[config.mk]
export PLATFORM = sky130hd
export DESIGN_NAME = program_sequencer_flat
export DESIGN_NICKNAME = d
export VERILOG_FILES = /design/src/rtl/program_sequencer_pkg.sv /design/src/rtl/program_sequencer_if.sv /design/src/rtl/program_sequencer_return_stack.sv /design/src/rtl/program_sequencer.sv /design/src/flat_wrapper.sv
export SDC_FILE = /design/constraint.sdc
export NUM_CORES = 1
export LEC_CHECK = 0
export ABC_AREA = 1
export BUFFER_PORTS_ARGS = -buffer_cell sky130_fd_sc_hd__buf_2
export CAP_MARGIN = 20
export CORE_MARGIN = 10
export CORE_UTILIZATION = 50
export DETAILED_ROUTE_END_ITERATION = 8
export PLACE_DENSITY = 0.72
export RECOVER_POWER = 25
export SETUP_SLACK_MARGIN = 0.05
export SLEW_MARGIN = 20
export SYNTH_ARGS = -nofsm -noshare
export SYNTH_HDL_FRONTEND = slang
export SYNTH_SLANG_ARGS = --single-unit
[constraint.sdc]
create_clock -name Clock -period 5.8 [get_ports Clock]
set_clock_uncertainty 0.1 [all_clocks]
set_input_delay 0.58 -clock Clock [delete_from_list [all_inputs] [get_ports Clock]]
set_output_delay 0.58 -clock Clock [all_outputs]
set_load 0.02 [all_outputs]
[src/rtl/program_sequencer_pkg.sv]
// Purpose : shared types and helpers for the program sequencer.
// Latency : n/a (types and pure functions only).
// Backpr. : n/a.
package program_sequencer_pkg;

    // One operation is selected per cycle by the priority decoder.
    typedef enum logic [2:0] {
        PC_HOLD   = 3'd0,
        PC_RET    = 3'd1,
        PC_CALL   = 3'd2,
        PC_LOAD   = 3'd3,
        PC_OFFSET = 3'd4,
        PC_INC    = 3'd5
    } pc_op_e;

    // Sign-extends the low offset_width bits of offset to 64 bits. The caller
    // truncates the result to its counter width, which gives a modulo add.
    function automatic logic [63:0] sign_extend_offset(input logic [63:0] offset,
                                                       input int unsigned offset_width);
        logic signed [63:0] shifted;
        shifted = $signed(offset << (64 - offset_width));
        return $unsigned(shifted >>> (64 - offset_width));
    endfunction

endpackage

[src/rtl/program_sequencer_if.sv]
// Purpose : control and status bundle between decode/branch unit and sequencer.
// Latency : n/a (wires only).
// Backpr. : none; the decode side holds the sequencer with Stall.
// Ports   : master = decode/branch side (drives controls, reads PC/stack status);
//           slave  = program_sequencer.
interface program_sequencer_if #(
    parameter int PC_WIDTH     = 16,
    parameter int OFFSET_WIDTH = 9,
    parameter int STACK_DEPTH  = 4
);
    localparam int DEPTH_WIDTH = $clog2(STACK_DEPTH + 1);

    logic                    Stall;
    logic                    ReturnEnable;
    logic                    CallEnable;
    logic                    LoadEnable;
    logic [PC_WIDTH-1:0]     LoadValue;
    logic                    OffsetEnable;
    logic [OFFSET_WIDTH-1:0] Offset;
    logic [PC_WIDTH-1:0]     CounterValue;
    logic [DEPTH_WIDTH-1:0]  StackDepth;
    logic                    StackOverflow;
    logic                    StackUnderflow;

    modport master (
        output Stall, ReturnEnable, CallEnable, LoadEnable, LoadValue,
               OffsetEnable, Offset,
        input  CounterValue, StackDepth, StackOverflow, StackUnderflow
    );

    modport slave (
        input  Stall, ReturnEnable, CallEnable, LoadEnable, LoadValue,
               OffsetEnable, Offset,
        output CounterValue, StackDepth, StackOverflow, StackUnderflow
    );

endinterface

[src/rtl/program_sequencer_return_stack.sv]
// Purpose : LIFO of return addresses held in a register array.
// Latency : push/pop take effect at the clock edge; top is combinational.
// Backpr. : push ignored when full, pop ignored when empty (caller flags it).
// Ports   : Clock, Reset (sync, active-high), push/push_data, pop,
//           top (current top entry), depth, full, empty.
module return_stack #(
    parameter int PC_WIDTH    = 16,
    parameter int STACK_DEPTH = 4,
    localparam int DEPTH_WIDTH = $clog2(STACK_DEPTH + 1)
) (
    input  logic                   Clock,
    input  logic                   Reset,
    input  logic                   push,
    input  logic [PC_WIDTH-1:0]    push_data,
    input  logic                   pop,
    output logic [PC_WIDTH-1:0]    top,
    output logic [DEPTH_WIDTH-1:0] depth,
    output logic                   full,
    output logic                   empty
);

    logic [PC_WIDTH-1:0]    entries [STACK_DEPTH];
    logic [DEPTH_WIDTH-1:0] depth_q;

    assign full  = (depth_q == DEPTH_WIDTH'(STACK_DEPTH));
    assign empty = (depth_q == '0);
    assign depth = depth_q;

    always_ff @(posedge Clock) begin
        if (Reset) begin
            depth_q <= '0;
        end else if (push && !full) begin
            depth_q <= depth_q + DEPTH_WIDTH'(1);
        end else if (pop && !empty) begin
            depth_q <= depth_q - DEPTH_WIDTH'(1);
        end
    end

    // Contents are not reset: only entries below depth are ever read.
    // Index by comparison so the depth counter (one bit wider than an
    // entry index) never addresses past the array.
    always_ff @(posedge Clock) begin
        for (int i = 0; i < STACK_DEPTH; i++) begin
            if (push && !full && (depth_q == DEPTH_WIDTH'(i))) begin
                entries[i] <= push_data;
            end
        end
    end

    always_comb begin
        top = '0;
        for (int i = 0; i < STACK_DEPTH; i++) begin
            if (depth_q == DEPTH_WIDTH'(i + 1)) begin
                top = entries[i];
            end
        end
    end

endmodule

[src/rtl/program_sequencer.sv]
// Purpose : program counter with return-address stack for the fetch path.
// Latency : operation sampled on edge N visible on outputs right after edge N.
// Backpr. : Stall freezes PC, stack, depth and flags; other enables ignored.
// Ports   : Clock, Reset (sync, active-high), bus (program_sequencer_if.slave):
//           Stall/ReturnEnable/CallEnable/LoadEnable/LoadValue/OffsetEnable/
//           Offset in; CounterValue/StackDepth/StackOverflow/StackUnderflow out.
module program_sequencer
    import program_sequencer_pkg::*;
#(
    parameter int                  PC_WIDTH     = 16,
    parameter int                  OFFSET_WIDTH = 9,
    parameter int                  STACK_DEPTH  = 4,
    parameter logic [PC_WIDTH-1:0] RESET_VECTOR = '0
) (
    input  logic                 Clock,
    input  logic                 Reset,
    program_sequencer_if.slave   bus
);

    localparam int DEPTH_WIDTH = $clog2(STACK_DEPTH + 1);

    pc_op_e                 op;
    logic [PC_WIDTH-1:0]    pc_q;
    logic [PC_WIDTH-1:0]    pc_next;
    logic [PC_WIDTH-1:0]    pc_plus_one;
    logic [PC_WIDTH-1:0]    offset_ext;
    logic                   overflow_q;
    logic                   underflow_q;

    logic                   stack_push;
    logic                   stack_pop;
    logic [PC_WIDTH-1:0]    stack_top;
    logic [DEPTH_WIDTH-1:0] stack_depth;
    logic                   stack_full;
    logic                   stack_empty;

    // Priority decoder: exactly one operation per cycle, so masked enables
    // cannot leak side effects (e.g. a Call under a Return neither pushes
    // nor flags).
    always_comb begin
        op = PC_INC;
        if (bus.Stall) begin
            op = PC_HOLD;
        end else if (bus.ReturnEnable) begin
            op = PC_RET;
        end else if (bus.CallEnable) begin
            op = PC_CALL;
        end else if (bus.LoadEnable) begin
            op = PC_LOAD;
        end else if (bus.OffsetEnable) begin
            op = PC_OFFSET;
        end
    end

    assign pc_plus_one = pc_q + PC_WIDTH'(1);
    assign offset_ext  = PC_WIDTH'(sign_extend_offset(64'(bus.Offset), OFFSET_WIDTH));

    // A blocked push (full) or pop (empty) leaves the stack untouched;
    // the error flags below record it instead.
    assign stack_push = (op == PC_CALL) && !stack_full;
    assign stack_pop  = (op == PC_RET)  && !stack_empty;

    return_stack #(
        .PC_WIDTH    (PC_WIDTH),
        .STACK_DEPTH (STACK_DEPTH)
    ) u_return_stack (
        .Clock     (Clock),
        .Reset     (Reset),
        .push      (stack_push),
        .push_data (pc_plus_one),
        .pop       (stack_pop),
        .top       (stack_top),
        .depth     (stack_depth),
        .full      (stack_full),
        .empty     (stack_empty)
    );

    always_comb begin
        pc_next = pc_plus_one;
        unique case (op)
            PC_HOLD:   pc_next = pc_q;
            // Underflowing return falls through to the next instruction.
            PC_RET:    pc_next = stack_empty ? pc_plus_one : stack_top;
            // Overflowing call still jumps; only the push is lost.
            PC_CALL:   pc_next = bus.LoadValue;
            PC_LOAD:   pc_next = bus.LoadValue;
            PC_OFFSET: pc_next = pc_q + offset_ext;
            PC_INC:    pc_next = pc_plus_one;
            default:   pc_next = pc_plus_one;
        endcase
    end

    always_ff @(posedge Clock) begin
        if (Reset) begin
            pc_q        <= RESET_VECTOR;
            overflow_q  <= 1'b0;
            underflow_q <= 1'b0;
        end else begin
            pc_q <= pc_next;
            if ((op == PC_CALL) && stack_full) begin
                overflow_q <= 1'b1;
            end
            if ((op == PC_RET) && stack_empty) begin
                underflow_q <= 1'b1;
            end
        end
    end

    assign bus.CounterValue   = pc_q;
    assign bus.StackDepth     = stack_depth;
    assign bus.StackOverflow  = overflow_q;
    assign bus.StackUnderflow = underflow_q;

endmodule

[src/flat_wrapper.sv]
// flat-port wrapper written by rule: the top's interface ports become plain ports
module program_sequencer_flat import program_sequencer_pkg::*;
#(
    parameter int                  PC_WIDTH     = 16,
    parameter int                  OFFSET_WIDTH = 9,
    parameter int                  STACK_DEPTH  = 4,
    parameter logic [PC_WIDTH-1:0] RESET_VECTOR = '0
)
  (Clock, Reset, bus_Stall, bus_ReturnEnable, bus_CallEnable, bus_LoadEnable, bus_LoadValue, bus_OffsetEnable, bus_Offset, bus_CounterValue, bus_StackDepth, bus_StackOverflow, bus_StackUnderflow);
  program_sequencer_if #(.PC_WIDTH(PC_WIDTH), .OFFSET_WIDTH(OFFSET_WIDTH), .STACK_DEPTH(STACK_DEPTH)) bus_i ();
  input  logic Clock;
  input  logic Reset;
  input wire logic [$bits(bus_i.Stall)-1:0] bus_Stall;
  input wire logic [$bits(bus_i.ReturnEnable)-1:0] bus_ReturnEnable;
  input wire logic [$bits(bus_i.CallEnable)-1:0] bus_CallEnable;
  input wire logic [$bits(bus_i.LoadEnable)-1:0] bus_LoadEnable;
  input wire logic [$bits(bus_i.LoadValue)-1:0] bus_LoadValue;
  input wire logic [$bits(bus_i.OffsetEnable)-1:0] bus_OffsetEnable;
  input wire logic [$bits(bus_i.Offset)-1:0] bus_Offset;
  output wire logic [$bits(bus_i.CounterValue)-1:0] bus_CounterValue;
  output wire logic [$bits(bus_i.StackDepth)-1:0] bus_StackDepth;
  output wire logic [$bits(bus_i.StackOverflow)-1:0] bus_StackOverflow;
  output wire logic [$bits(bus_i.StackUnderflow)-1:0] bus_StackUnderflow;
  assign bus_i.Stall = bus_Stall;
  assign bus_i.ReturnEnable = bus_ReturnEnable;
  assign bus_i.CallEnable = bus_CallEnable;
  assign bus_i.LoadEnable = bus_LoadEnable;
  assign bus_i.LoadValue = bus_LoadValue;
  assign bus_i.OffsetEnable = bus_OffsetEnable;
  assign bus_i.Offset = bus_Offset;
  assign bus_CounterValue = bus_i.CounterValue;
  assign bus_StackDepth = bus_i.StackDepth;
  assign bus_StackOverflow = bus_i.StackOverflow;
  assign bus_StackUnderflow = bus_i.StackUnderflow;
  program_sequencer #(.PC_WIDTH(PC_WIDTH), .OFFSET_WIDTH(OFFSET_WIDTH), .STACK_DEPTH(STACK_DEPTH), .RESET_VECTOR(RESET_VECTOR)) u_core (.Clock(Clock), .Reset(Reset), .bus(bus_i));
endmodule
=== Word-level counts from Yosys, hierarchy flattened ===
Memory sizes are Yosys's and may differ from the RTL's.
Index checks and enable logic that the tools add are counted.

* Word-level logic and storage cells: 66
* RAM bits: 64
* Output and inout bits: 21
* Flip-flop bits (word level): 21
* Input bits: 32
* Memories: 1

* Reductions and logical operators: 19
* Muxes and demuxes: 30
* $add $sub $neg: 4
* Equality and inequality tests: 8

{| class="wikitable"
|+ Memory list
! name !! words !! width !! rd ports !! clocked after Yosys merged registers in !! wr ports !! RTL line !! source
|-
| u_core.u_return_stack.entries || 4 || 16 || 4 || 0 || 1 || program_sequencer_return_stack.sv:22 || <nowiki>logic [PC_WIDTH-1:0] entries [STACK_DEPTH];</nowiki>
|}

{| class="wikitable"
|+ Operator list
! kind !! count
|-
| 16-bit two-way mux || 8
|-
| 16-bit case mux with 4 select lines || 1
|-
| 16-bit OR reduction || 3
|-
| 3-bit two-way mux || 6
|-
| 16-bit by 1-bit adder with 16-bit output (second input constant) || 1
|-
| 16-bit adder || 1
|-
| 3-bit by 2-bit == test with 1-bit output (second input constant) || 4
|-
| 1-bit two-way mux || 12
|-
| 1-bit logical AND || 10
|-
| 3-bit by 1-bit == test with 1-bit output (second input constant) || 2
|-
| 3-bit == test (second input constant) || 2
|-
| 3-bit logical NOT || 2
|-
| 2-bit two-way mux || 3
|-
| 3-bit by 1-bit adder with 3-bit output (second input constant) || 1
|-
| 3-bit by 1-bit subtractor with 3-bit output (second input constant) || 1
|-
| 1-bit logical NOT || 2
|-
| 2-bit nonzero test || 1
|-
| 2-bit OR reduction || 1
|}

=== Logic depth before layout (Yosys ltp) ===
* Word-level depth: 15
* Gate-level depth with buffers: 13
* Mapped depth without buffers: 13

=== Hierarchy ===
A second synthesis with hierarchy kept.

* Cells, all modules: 668
* Area total of the unflattened synthesis: 5251.3 sq um

{| class="wikitable"
|+ By module, submodules not included
! module !! instances !! area each (sq um) !! cells each
|-
| return_stack || 1 || 2864.0 || 253
|-
| program_sequencer || 1 || 2387.3 || 415
|}

=== Worst setup path after synthesis ===
No wires, ideal clock.

* Path kind: reg2reg
* From: register u_core.u_return_stack.depth_q[0], in the netlist u_core.u_return_stack.depth[0]
* To: memory u_core.u_return_stack.entries[0][0] (enable)
* Setup time: 0.389 ns
* Path slack: 3.211 ns
* Period minus slack after synthesis: 2.589 ns
* Arrival: 2.100 ns
* Cell stages (with the launch flop): 8
* Path through: dfxtp_1 > inv_1 > ha_1 > buf_4 > nand2_1 > buf_2 > nand2_2 > nor2_1

* Longest elaborated chain between the ends: 11

{| class="wikitable"
|+ RTL lines
! what !! RTL line !! source
|-
| from (decl) || program_sequencer_return_stack.sv:23 || <nowiki>logic [DEPTH_WIDTH-1:0] depth_q;</nowiki>
|-
| from (signal assigned) || program_sequencer_return_stack.sv:33 || <nowiki>depth_q <= depth_q + DEPTH_WIDTH'(1);</nowiki>
|-
| from (signal assigned) || program_sequencer_return_stack.sv:35 || <nowiki>depth_q <= depth_q - DEPTH_WIDTH'(1);</nowiki>
|-
| 3-bit == test || program_sequencer_return_stack.sv:25 || <nowiki>assign full = (depth_q == DEPTH_WIDTH'(STACK_DEPTH));</nowiki>
|-
| 1-bit logical NOT || program_sequencer_return_stack.sv:44, program_sequencer.sv:60 ||
|-
| 1-bit logical AND || program_sequencer.sv:60 || <nowiki>assign stack_push = (op == PC_CALL) && !stack_full;</nowiki>
|-
| 1-bit logical AND (2 in series) || program_sequencer_return_stack.sv:44 || <nowiki>if (push && !full && (depth_q == DEPTH_WIDTH'(i))) begin</nowiki>
|-
| 1-bit two-way mux || program_sequencer_return_stack.sv:44 ||
|-
| 1-bit two-way mux (not written as such) || program_sequencer_return_stack.sv:45 || <nowiki>entries[i] <= push_data;</nowiki>
|-
| 16-bit OR reduction (no line) || -- ||
|-
| 2-bit two-way mux (no line) or 1-bit two-way mux (tied branches) (3 in series) || -- ||
|-
| to (decl) || program_sequencer_return_stack.sv:22 ||
|}

Several ways; a longest one is shown, not always the timed one.

=== Worst setup path after layout ===
* From: register u_core.u_return_stack.depth_q[0], in the netlist u_core.u_return_stack.depth[0]
* To: memory u_core.u_return_stack.entries[2][3] (enable)

The elaborated chain is that of the path after synthesis.

==> impl_results.md <==
* Result of the run: finished, final reports clean
* Storage element area at 2340 µm²
* Setup TNS after final layout at 0 ns
* Grt total ovfl at 0
* Synthesized area at 5200 µm²
* End-of-flow core utilization at 56.0%
* Count of instances resized after the clock tree is built at 0
* Antenna Violating Nets Remaining at 0
* Gpl congestion at 0.903
* Min Tclk post-route at 2.87 ns
* Number of buffers on the longest clock path at 2
* Leakage power at 0.00255 µW
* Initial Util at 50.8%
* TritonCTS clock tree: yes
* Chip height at 122 µm
* Worst-case hold slack at 0.358 ns
* Maximum capacitance violations at 0
* Dominant synthesized flop cell: edfxtp_1
* Tightest slew margin relative to the limit at 44.8%
* Area of the multi-input gates at 2500 µm²
* Cell area power density at 251 nW/µm²
* Seq/Total Area, Yosys at 45.0%
* Slowest CP cell: nor2_2
* Setup Viol. Count Final at 0
* Flop and latch count out of synthesis at 85
* # rows at 37
* Clk pin slew, worst setup/hold paths at 0.08 ns
* Pre-Repair DR Iteration Count at 5
* Sort of element at the start of the critical path: register
* Ratio of cells with drive above 1 in the final layout at 10.2%
* Die Footprint at 14900 µm²
* Number of hold buffers added after CTS at 0
* Layout overhead on the synthesized area at 10.2%
* Post-CTS setup repair buffer count at 0
* Crit path max-delay family: simple AND/OR/NAND/NOR gates
* Clock sinks at 85
* Buffers & Inverters on Critical Path at 1
* Max Fanout on Critical Path at 23
* Top library cells by usage in the layout, fill and taps aside: 207 x nand2_1, 71 x nor2_1, 67 x inv_1
* Worst EP arrival at 2.75 ns
* Clock Latency Late Sink at 0.36 ns
* Core region area at 10200 µm²
* Largest incremental delay on the critical path at 0.69 ns
* Final period utilization at 49.4%
* Number of global-route vias before repair at 4488
* Yosys top cell area share at 36.9%
* Depth of the CTS H-tree at 3
* Share of flip-flops with an asynchronous set or reset after synthesis at 0%
* Worst ir drop on vdd at 110 µV
* Kind of end point of the critical path: register
* Top post-synthesis cells by area: edfxtp_1 37%, nand2_1 15%, dfxtp_1 8.1%
* DRC violation count after routing at 0
* Inserted Clock Buffers at 9
* Number of antenna violations at the first check in global routing at 0
* Wire length reported by the detailed router at 14600 µm
* WL/cell at 16.9 µm
* Power, Total at 1440 µW
* Final #Nets at 774
* Required arrival time at the worst endpoint at 5.69 ns
* Cells after Synth at 670
* Yosys top cell by area: edfxtp_1
* Port Buffer Count at 52
* Number of enable flip-flop cells after synthesis at 64
* Post-Syn Area per Cell at 7.76 µm²
* Violation count after the first detailed-routing iteration at 465
* Transition time at the pin with the least slew margin at 0.828 ns
* DIE WIDTH at 122 µm
* Setup repair after global routing missed its margin: false
* Hold Vio Cnt, Final at 0
* Count of distinct cell types in the synthesized netlist at 42
* Worst hold path class: register to register
* Root Buffer: clkbuf_8
* Synthesis Warnings at 0
* Ordered cell list for the critical path: inv_1 -> ha_1 -> nand2_1 -> nand2_2 -> nor2_2
* Most common cell after layout, fill and taps aside: nand2_1
* HPWL after detailed placement at 11400 µm
* Total routing usage reported by global routing at 19.7%
* # diodes at 0
* Wire length of the first global-routing pass at 22900 µm
* Fmax at 0.349 GHz
* Number of nets produced by synthesis at 725
* I/O pin total at 53
* Pin count of the biggest net entering global routing at 27
* Via count at 4656
* Number of vias per cell after detailed routing at 5.41
* Max Slew Vio Count at 0
* Fillers at 941
* Crit Path Category: register to register
## logic make-up (layout without fill, tap and decap cells)
group	count (synthesis)	after routing	synth area share, %
simple gates	369	369	30.7
fa+ha+maj	23	23	5.68
flops	85	85	45.0
buf+inv	90	144	7.05
xor+xnor	10	10	1.68
compound gates	93	93	9.81
## registers in the layout, summed over array words and instances (netlist names)
register                       flops
u_core.bus.StackOverflow           1
u_core.bus.CounterValue           16
u_core.bus.StackUnderflow          1
u_core.u_return_stack.entries     64
u_core.u_return_stack.depth        3
## layout make-up
cell class / instances / area share [%]
Inverter: 75 / 4.96
Tap cell: 136 / 2.97
Sequential cell: 85 / 40.9
Timing Repair Buffer: 53 / 4.28
Clock inverter: 2 / 0.611
Clock buffer: 14 / 2.66
Multi-Input combinational cell: 495 / 43.6
## worst reg2reg max path, stage by stage, from the launching register on
cell and delay (ns):
dfxtp_1 0.46, inv_1 0.13, ha_1 0.33, nand2_1 0.55, nand2_2 0.24, nor2_2 0.69
## where the power goes
group / switching, µW / total (µW) / internal (µW)
combinational: 223 / 322 / 99.6
sequential: 23.2 / 702 / 679
clock: 202 / 413 / 211
## cells in the mapped netlist, types with 6 or more instances
cell	count
nand2_1	207
nor2_1	74
inv_1	67
edfxtp_1	64
nand3_1	55
a21oi_1	41
o21ai_0	23
ha_1	22
dfxtp_1	21
o21ai_1	11
inv_2	7
xor2_1	7
clkbuf_1	6
## stage by stage
step | worst slack, ns | instances | area, µm²
final | 2.93 | 860 | 5730
after global routing | 2.72 | 860 | 5730
after CTS | 2.96 | 860 | 5750
after detailed placement | 2.91 | 844 | 5560
after global placement | 2.56 | 844 | 5560
after floorplan | 3.21 | 670 | 5200
## worst paths after layout
path | from | end | slack [ns] | cells past startpoint
worst max register to register | u_core.u_return_stack.depth[0] | u_core.u_return_stack.entries[2][3] | 2.93 | 5
worst min-delay path | u_core.bus.StackUnderflow | u_core.bus.StackUnderflow | 0.36 | 2
worst min register to register | u_core.bus.StackUnderflow | u_core.bus.StackUnderflow | 0.36 | 2
worst max-delay path | u_core.u_return_stack.depth[0] | u_core.u_return_stack.entries[2][3] | 2.93 | 5
## routing by layer
metal | vias to the layer above | share of wire [%] | routed length (µm) | GRT usage (%)
met5 | - | 0 | 0 | 0
met2 | 189 | 49 | 7100 | 33.5
li1 | 2308 | - | - | -
met3 | 27 | 7.1 | 1030 | 3.42
met1 | 2132 | 41 | 6010 | 23.9
met4 | 0 | 2.9 | 418 | 8.57
Power figures use the tool's default switching activity.
